File: config.mk
export PLATFORM = sky130hd
export DESIGN_NAME = rf_wb_arbiter_flat
export DESIGN_NICKNAME = d
export VERILOG_FILES = /design/src/rtl/rf_wb_arbiter_if.sv /design/src/rtl/rf_wb_arbiter.sv /design/src/flat_wrapper.sv
export SDC_FILE = /design/constraint.sdc
export NUM_CORES = 1
export LEC_CHECK = 0
export ABC_CLOCK_PERIOD_IN_PS = 4400
export CAP_MARGIN = 30
export CORE_MARGIN = 2
export CORE_UTILIZATION = 38
export DETAILED_ROUTE_END_ITERATION = 8
export MAX_ROUTING_LAYER = met4
export PLACE_DENSITY_LB_ADDON = 0.15
export SYNTH_ARGS = -nofsm -noshare
export SYNTH_HDL_FRONTEND = slang
export SYNTH_SLANG_ARGS = --single-unit
export TNS_END_PERCENT = 1
File: constraint.sdc
create_clock -name clk -period 4.4 [get_ports clk]
set_clock_uncertainty 0.2 [all_clocks]
set_input_delay 0.44 -clock clk [delete_from_list [all_inputs] [get_ports clk]]
set_output_delay 0.44 -clock clk [all_outputs]
set_load 0.01 [all_outputs]
File: src/rtl/rf_wb_arbiter_if.sv
// Bundle of pipeline WB, mul/div result and register-file write signals
// shared between the write-back arbiter and its surroundings.
interface rf_wb_arbiter_if;
    logic        wb_we;
    logic [4:0]  wb_rd;
    logic [31:0] wb_data;
    logic        md_valid;
    logic [4:0]  md_rd;
    logic [31:0] md_data;
    logic        md_ready;
    logic        rf_we;
    logic [4:0]  rf_waddr;
    logic [31:0] rf_wdata;
    logic [31:0] busy_mask;
    logic        stall_req;

    modport master (
        output wb_we, wb_rd, wb_data, md_valid, md_rd, md_data,
        input  md_ready, rf_we, rf_waddr, rf_wdata, busy_mask, stall_req
    );

    modport slave (
        input  wb_we, wb_rd, wb_data, md_valid, md_rd, md_data,
        output md_ready, rf_we, rf_waddr, rf_wdata, busy_mask, stall_req
    );
endinterface

File: src/rtl/rf_wb_arbiter.sv
// Single-port register-file write arbiter: pipeline WB always wins, mul/div
// results wait in a FIFO, are killed on WAW, and raise stall_req when starved.
module rf_wb_arbiter #(
    parameter int unsigned DEPTH        = 4,
    parameter int unsigned STARVE_LIMIT = 8
) (
    input  logic           clk,
    input  logic           reset,
    rf_wb_arbiter_if.slave bus
);
    localparam int unsigned PW = (DEPTH > 1) ? $clog2(DEPTH) : 1;
    localparam int unsigned CW = $clog2(DEPTH + 1);
    localparam int unsigned SW = $clog2(STARVE_LIMIT + 1);

    logic [4:0]       rd_q   [DEPTH];
    logic [31:0]      data_q [DEPTH];
    logic [DEPTH-1:0] live_q, live_d;
    logic [PW-1:0]    head_q, tail_q;
    logic [CW-1:0]    count_q;
    logic [SW-1:0]    starve_q;
    logic             rf_we_q;
    logic [4:0]       rf_waddr_q;
    logic [31:0]      rf_wdata_q;

    logic        wb_valid, ready, push, pop, head_live;
    logic [31:0] busy;

    always_comb begin
        wb_valid  = bus.wb_we && (bus.wb_rd != '0);
        ready     = count_q < CW'(DEPTH);
        push      = bus.md_valid && ready && (bus.md_rd != '0);
        pop       = !wb_valid && (count_q != '0);
        head_live = live_q[head_q];

        // Freed slots always have live cleared, so the kill can scan every slot.
        live_d = live_q;
        if (wb_valid) begin
            for (int unsigned i = 0; i < DEPTH; i++) begin
                if (rd_q[i] == bus.wb_rd) live_d[i] = 1'b0;
            end
        end
        if (pop)  live_d[head_q] = 1'b0;
        if (push) live_d[tail_q] = 1'b1;

        busy = '0;
        for (int unsigned i = 0; i < DEPTH; i++) begin
            if (live_q[i]) busy[rd_q[i]] = 1'b1;
        end
        busy[0] = 1'b0;
    end

    always_ff @(posedge clk) begin
        if (push) begin
            rd_q[tail_q]   <= bus.md_rd;
            data_q[tail_q] <= bus.md_data;
        end
    end

    always_ff @(posedge clk or posedge reset) begin
        if (reset) begin
            live_q     <= '0;
            head_q     <= '0;
            tail_q     <= '0;
            count_q    <= '0;
            starve_q   <= '0;
            rf_we_q    <= 1'b0;
            rf_waddr_q <= '0;
            rf_wdata_q <= '0;
        end else begin
            live_q <= live_d;
            if (push) tail_q <= tail_q + PW'(1);
            if (pop)  head_q <= head_q + PW'(1);
            if (push && !pop)      count_q <= count_q + CW'(1);
            else if (!push && pop) count_q <= count_q - CW'(1);

            if ((count_q == '0) || pop)
                starve_q <= '0;
            else if (wb_valid && (starve_q != SW'(STARVE_LIMIT)))
                starve_q <= starve_q + SW'(1);

            rf_we_q <= wb_valid || (pop && head_live);
            if (wb_valid) begin
                rf_waddr_q <= bus.wb_rd;
                rf_wdata_q <= bus.wb_data;
            end else if (pop && head_live) begin
                rf_waddr_q <= rd_q[head_q];
                rf_wdata_q <= data_q[head_q];
            end
        end
    end

    assign bus.md_ready  = ready;
    assign bus.rf_we     = rf_we_q;
    assign bus.rf_waddr  = rf_waddr_q;
    assign bus.rf_wdata  = rf_wdata_q;
    assign bus.busy_mask = busy;
    assign bus.stall_req = (starve_q == SW'(STARVE_LIMIT));
endmodule

File: src/flat_wrapper.sv
// flat-port wrapper written by rule: the top's interface ports become plain ports
module rf_wb_arbiter_flat 
#(
    parameter int unsigned DEPTH        = 4,
    parameter int unsigned STARVE_LIMIT = 8
)
  (clk, reset, bus_wb_we, bus_wb_rd, bus_wb_data, bus_md_valid, bus_md_rd, bus_md_data, bus_md_ready, bus_rf_we, bus_rf_waddr, bus_rf_wdata, bus_busy_mask, bus_stall_req);
  rf_wb_arbiter_if bus_i ();
  input  logic clk;
  input  logic reset;
  input wire logic [$bits(bus_i.wb_we)-1:0] bus_wb_we;
  input wire logic [$bits(bus_i.wb_rd)-1:0] bus_wb_rd;
  input wire logic [$bits(bus_i.wb_data)-1:0] bus_wb_data;
  input wire logic [$bits(bus_i.md_valid)-1:0] bus_md_valid;
  input wire logic [$bits(bus_i.md_rd)-1:0] bus_md_rd;
  input wire logic [$bits(bus_i.md_data)-1:0] bus_md_data;
  output wire logic [$bits(bus_i.md_ready)-1:0] bus_md_ready;
  output wire logic [$bits(bus_i.rf_we)-1:0] bus_rf_we;
  output wire logic [$bits(bus_i.rf_waddr)-1:0] bus_rf_waddr;
  output wire logic [$bits(bus_i.rf_wdata)-1:0] bus_rf_wdata;
  output wire logic [$bits(bus_i.busy_mask)-1:0] bus_busy_mask;
  output wire logic [$bits(bus_i.stall_req)-1:0] bus_stall_req;
  assign bus_i.wb_we = bus_wb_we;
  assign bus_i.wb_rd = bus_wb_rd;
  assign bus_i.wb_data = bus_wb_data;
  assign bus_i.md_valid = bus_md_valid;
  assign bus_i.md_rd = bus_md_rd;
  assign bus_i.md_data = bus_md_data;
  assign bus_md_ready = bus_i.md_ready;
  assign bus_rf_we = bus_i.rf_we;
  assign bus_rf_waddr = bus_i.rf_waddr;
  assign bus_rf_wdata = bus_i.rf_wdata;
  assign bus_busy_mask = bus_i.busy_mask;
  assign bus_stall_req = bus_i.stall_req;
  rf_wb_arbiter #(.DEPTH(DEPTH), .STARVE_LIMIT(STARVE_LIMIT)) u_core (.clk(clk), .reset(reset), .bus(bus_i));
endmodule
# --- After elaboration in Yosys (flattened, before gate mapping) ---
# Memories as Yosys holds them, arrays and structs flattened.
# Index checks and enable logic that the tools add are counted.
totals:
  ramBits: 148
  reg_bits: 53
  out_inout_bits: 72
  inputBits: 78
  mem_count: 2
  elab_cells: 101
classes:
  n_lt_le_gt_ge: 13
  reduce_logical: 26
  n_eq_ne: 6
  addsub: 5
  mux: 35
  n_bitwise: 6
mem_list:
  columns: ["name", "words", "word_bits", "read_ports", "rd_ports_with_merged_regs", "wr", "line_no", "source"]
  rows:
  - ["u_core.data_q", 4, 32, 1, 0, 1, "rf_wb_arbiter.sv:16", "logic [31:0] data_q [DEPTH];"]
  - ["u_core.rd_q", 4, 5, 5, 0, 1, "rf_wb_arbiter.sv:15", "logic [4:0] rd_q [DEPTH];"]
ops:
  columns: ["cell", "n"]
  rows:
  - ["32-bit two-way mux", 6]
  - ["32-bit bitwise OR", 3]
  - ["5-bit by 6-bit < comparator with 1-bit output (second input constant)", 4]
  - ["1-bit demux with 5-bit select", 4]
  - ["5-bit == test", 4]
  - ["5-bit by 1-bit >= comparator with 1-bit output (second input constant)", 4]
  - ["4-bit two-way mux", 5]
  - ["1-bit logical AND", 14]
  - ["1-bit two-way mux", 13]
  - ["5-bit two-way mux", 2]
  - ["5-bit nonzero test", 2]
  - ["2-bit by 3-bit < comparator with 1-bit output (second input constant)", 2]
  - ["3-bit two-way mux", 2]
  - ["2-bit nonzero test", 3]
  - ["2-bit by 1-bit adder with 2-bit output (second input constant)", 2]
  - ["4-bit by 1-bit adder with 4-bit output (second input constant)", 1]
  - ["4-bit bitwise AND", 1]
  - ["1-bit demux with 2-bit select", 2]
  - ["4-bit == test (second input constant)", 1]
  - ["2-bit by 1-bit >= comparator with 1-bit output (second input constant)", 2]
  - ["4-bit inequality test (second input constant)", 1]
  - ["4-bit NOT", 1]
  - ["4-bit bitwise OR", 1]
  - ["3-bit by 1-bit adder with 3-bit output (second input constant)", 1]
  - ["7 further kinds", 10]

# --- Depth between registers and ports, before layout ---
# An unclocked memory read counts as a cell.
logic_depth:
  depth_word: 12
  depth_mapped: 12
  depth_no_buf: 10

# --- Worst setup path before layout ---
# OpenSTA, ideal clock, no wires.
synth_timing:
  path_type: "input to register"
  startpoint: "in bus_wb_rd[3]"
  endpoint: "reg u_core.count_q[1]"
  cell_stages: 10
  setup_time_ps: 125
  path_buffers: 2
  required_ps: 4075
  arrival_time_ps: 2547
  setup_slack_ps: 1528
  cell_sequence: "buf_2 or4_4 o21ai_2 buf_4 and2_1 inv_1 ha_1 inv_1 fa_1 mux2_2"
synth_via:
  elab_chain_len: 7
  elab_cells_between_ends: 9
  cone_classes: "1 x mux; 8 x reduce/logical"
synth_lines:
  columns: ["item", "line_no", "source"]
  rows:
  - ["start: declaration", "flat_wrapper.sv:12", "input wire logic [$bits(bus_i.wb_rd)-1:0] bus_wb_rd;"]
  - ["5-bit nonzero test (*)", "rf_wb_arbiter.sv:29", "wb_valid = bus.wb_we && (bus.wb_rd != '0);"]
  - ["1-bit logical AND (*)", "rf_wb_arbiter.sv:29", null]
  - ["1-bit logical NOT (*)", "rf_wb_arbiter.sv:32", "pop = !wb_valid && (count_q != '0);"]
  - ["1-bit logical AND (*)", "rf_wb_arbiter.sv:32", null]
  - ["1-bit logical NOT", "rf_wb_arbiter.sv:73", "if (push && !pop) count_q <= count_q + CW'(1);"]
  - ["1-bit logical AND", "rf_wb_arbiter.sv:73", null]
  - ["3-bit two-way mux or 2-bit nonzero test (tied branches)", null, null]
  - ["end signal: assignment", "rf_wb_arbiter.sv:73", null]
  - ["end signal: assignment", "rf_wb_arbiter.sv:74", "else if (!push && pop) count_q <= count_q - CW'(1);"]
  - ["end: declaration", "rf_wb_arbiter.sv:19", "logic [CW-1:0] count_q;"]
# Every way passes the cells marked *; elsewhere a longest branch is shown, timed or not.
# A chain may end at the register's enable or synchronous reset.

==> impl.org <==
** CTS
- Clock sink count :: 201
- Buffers inserted to repair hold after CTS numbered 0.
- CTS tree :: yes
- Clock-pin slew reported for the worst setup and hold paths after clock tree synthesis :: roughly 60 ps
- In this run the number of H-tree levels came out at 1.
- At the later pin of the worst-skew pair, clock insertion delay measures roughly 500 ps.
- Clock root buffer master :: clkbuf_16
- Inserted Clock Buffers :: 23
- Total of cells resized after clock tree synthesis :: 0
- No sink is reached through more buffers than the 3 on the longest clock path.
- In this run the post-CTS setup repair buffer count came out at 0.

** Timing
- Number of slew-limit violations in the final report :: 0
- Headroom to the max-slew limit came out at 34.6%.
- Setup violations remaining at the end of the flow were counted as 0.
- Highest clock frequency the design can meet :: 287 MHz
- Total negative slack for setup checks :: 0 ps
- Subtracting the final worst setup slack from the clock period gives around 3500 ps.
- For the pin with the worst max-slew slack, the measured transition is ~980 ps.
- Setup slack on the critical path of the routed design comes to between 900 and 1000 ps.
- RSZ-0062 raised after global routing :: false
- Number of hold-slack violations in the final timing report :: 0
- Post-route clock period utilization :: between 70% and 80%

** Finish
- Fill cells in the final layout number 2115.
- Summing all flip-flop and latch instances after layout gives between 5000 and 6000 sq um.
- Once layout is complete, the utilization of the core stands at about 50%.
- Antenna Diode Count :: 0
- Final non-filler cell total :: 1125
- The area growth from synthesis to layout is 26.3%.
- Summing all multi-input logic gate instances after layout gives ~3400 sq um.
- Number of nets in the finished design :: around 870
- Fraction of final layout cells with drive strength greater than 1 :: between 10% and 20%

** Logic synthesis
- Averaged over all synthesized cells, the footprint is roughly 15 sq um.
- Among all flip-flop cells after synthesis, the most frequent one is edfxtp_1.
- Synth Register Bits :: ~200
- Post-synth net total :: between 700 and 800
- Number of enable flip-flop cells after synthesis :: 148
- For this run, asynchronously set or reset flops after synthesis account for between 20% and 30%.
- After technology mapping, the gate count stands at ~650.
- The number of different library cells used by synthesis comes to 47.
- Synthesized cell area :: 9450 sq um
- For this run, the register share of the synthesized area comes to between 60% and 70%.
- Yosys warns :: 0

** Run
- Count of max-cap constraint violations :: 0

** Global routing
- Maximum number of pins on one net before global-route repair :: between 70 and 80
- GR Util All Layers :: between 10% and 20%
- GR Overflow Total :: 0
- The via count of the first global-routing pass is ~6600.
- Initial antenna violation count :: 0
- The first global-routing pass estimated 38000 um of wire.

** Die
- The die is between 150 and 200 um wide.
- After floorplanning, the core was sized to cover roughly 24000 sq um.
- In this run the core area contains between 50 and 60 standard-cell rows.
- Top-level I/O count :: 150
- Die height :: about 160 um
- Effective utilization at floorplan :: 38.8%
- The die covers ~26000 sq um.

** Setup path
- Start-to-end type of the worst setup path :: register to output port
- Data on the critical path is required at its endpoint by 3760 ps.
- Sort of element at the end of the critical path :: output port
- Worst-case reg-to-reg path depth :: 9
- The worst setup path is launched from a register.
- Data arrives at the worst endpoint at around 2900 ps.
- Along the worst path, the maximum fanout reaches 10.
- The worst register-to-register path has a setup slack of ~1800 ps.

** Hold path
- Worst min path class :: primary input to asynchronous set/reset pin

** Pwr
- Static Leakage :: ~0.0042 uW
- In this run the power density over the cells is roughly 580 nW/um^2.
- Overall power consumption :: 6960 uW
- Largest voltage drop on the vdd net :: 0.357 mV

** Outcome
- Run status :: finished, final reports clean

** Placement
- Final weighted congestion of routability-driven global placement :: roughly 0.84
- Detailed placement ended at an HPWL of approximately 16000 um.
- Worst setup slack after placement :: about 1000 ps
- Number of placed instances with taps included :: around 1100
- Port-buffer cells :: 148

** Detailed routing
- In this run the remaining antenna-violating nets after routing total 0.
- The final layout contains routed wiring with a total length of around 25000 um.
- Total via count after detailed routing :: 6244
- Pre-Repair DR Iteration Count :: 5
- In the final routed layout, each cell accounts on average for around 22 um.
- In this run, the number of DRC markers left after iteration 0 of detailed routing was about 400.
- For this run, design rule violations remaining after detail routing come to 0.
- Number of vias per cell after detailed routing :: around 5.6
[per-stage QoR]
stage | hold WS [ps] | cell area [sq um]
floorplan | 298 | 9450
global placement | 287 | 11100
detailed placement | 294 | 11200
CTS | 145 | 11900
global route | 175 | 11900
finish | 129 | 11900
[synth_stat cells, types with 4 or more instances]
library cell  instances  area, sq um
and3b_1               6         52.6
ha_1                 11          138
nor2_1               27          101
dfrtp_1              53         1330
nor3b_1               8         60.1
or3_1                 5         31.3
and3_1                6         37.5
and2_1                6         37.5
nor4_1                4         25.0
clkbuf_1             29          109
nand3_1              46          230
buf_2                10         50.1
nand2_1              18         67.6
o21bai_1              4         30.0
o21ai_0              21          105
nand3b_1             16          120
mux4_2               38          856
a211o_1               5         43.8
inv_1                11         41.3
a221o_1               7         70.1
o21ai_2              20          175
a22oi_1               9         67.6
a21oi_1              12         60.1
o221ai_1             20          175
xnor2_1              18          158
o22ai_1               9         56.3
or3b_2                8         70.1
xor2_1               10         87.6
buf_4                 4         30.0
mux2i_1              35          350
edfxtp_1            148         4440
buf_6                 6         67.6
[cells by family (layout without fill, tap and decap cells)]
logic type / count (synthesis) / count (layout) / synth area share (%)
other: 1 / 1 / 0.0397
muxes: 74 / 74 / 12.9
adders and majority gates: 12 / 12 / 1.67
AOI/OAI and AO/OA: 113 / 113 / 8.91
buffers and inverters: 62 / 211 / 3.23
DFF: 201 / 201 / 61.0
and+or+nand+nor: 161 / 161 / 9.65
xor gates and xnor gates: 28 / 28 / 2.59
[sequential cells by signal, summed over array words and instances, names as in the netlist]
signal / cells
u_core.live_q: 4
u_core.bus.rf_waddr: 5
u_core.tail_q: 2
u_core.data_q: 128
u_core.bus.rf_we: 1
u_core.bus.rf_wdata: 32
u_core.head_q: 2
u_core.count_q: 3
u_core.rd_q: 20
u_core.starve_q: 4
[worst max-delay path, stage by stage, from the launching register on]
cell and delay [ps]:
edfxtp_1 550, nor3b_1 810, a22oi_1 200, o221ai_1 180, clkdlybuf4s50_1 610
[power breakdown]
part | total [uW] | internal [uW] | leakage, uW | switching [uW]
clock | 1800 | 1080 | 0.000349 | 724
combinational | 2400 | 1160 | 0.00183 | 1240
sequential | 2770 | 2490 | 0.00199 | 281
total | 6960 | 4720 | 0.00417 | 2240
[placed cells by master, fill, tap and decap left out, types with 8 or more instances in the layout]
cell,synthesis,final
clkdlybuf4s50_1,0,148
edfxtp_1,148,148
dfrtp_1,53,51
nand3_1,46,46
mux4_2,38,38
mux2i_1,35,35
nor2_1,27,27
clkbuf_16,0,23
o21ai_0,21,21
o221ai_1,20,20
o21ai_2,20,19
xnor2_1,18,18
nand2_1,18,17
nand3b_1,16,16
a21oi_1,12,12
ha_1,11,11
inv_1,11,10
xor2_1,10,10
o22ai_1,9,9
a22oi_1,9,9
or3b_2,8,8
nor3b_1,8,8
[final timing paths]
check	endpoint	from
setup / recovery	bus_busy_mask[28]	u_core.rd_q[0][1]
hold / removal	u_core.bus.rf_wdata[24]	reset
setup reg to reg	u_core.count_q[2]	u_core.count_q[0]
hold reg to reg	u_core.bus.rf_wdata[22]	u_core.bus.rf_wdata[22]
max in group asynchronous	u_core.head_q[0]	reset
min in group clk	u_core.bus.rf_wdata[22]	u_core.bus.rf_wdata[22]
[routing by layer]
layer / routed length [um] / track usage (%)
met1: 10500 / 24.5
met2: 12300 / 32.6
met4: 476 / 5.27
met5: 0 / -
met3: 1480 / 3.22
[cell type report]
cell class,instances,share of cell area (%)
tap,324,3.40
timing repair buffer,158,13.5
clock inverter,9,0.650
multi-input combinational,389,28.4
sequential,201,48.3
inverter,11,0.346
clock buffer,33,5.39
(Power assumes the default switching activity.)
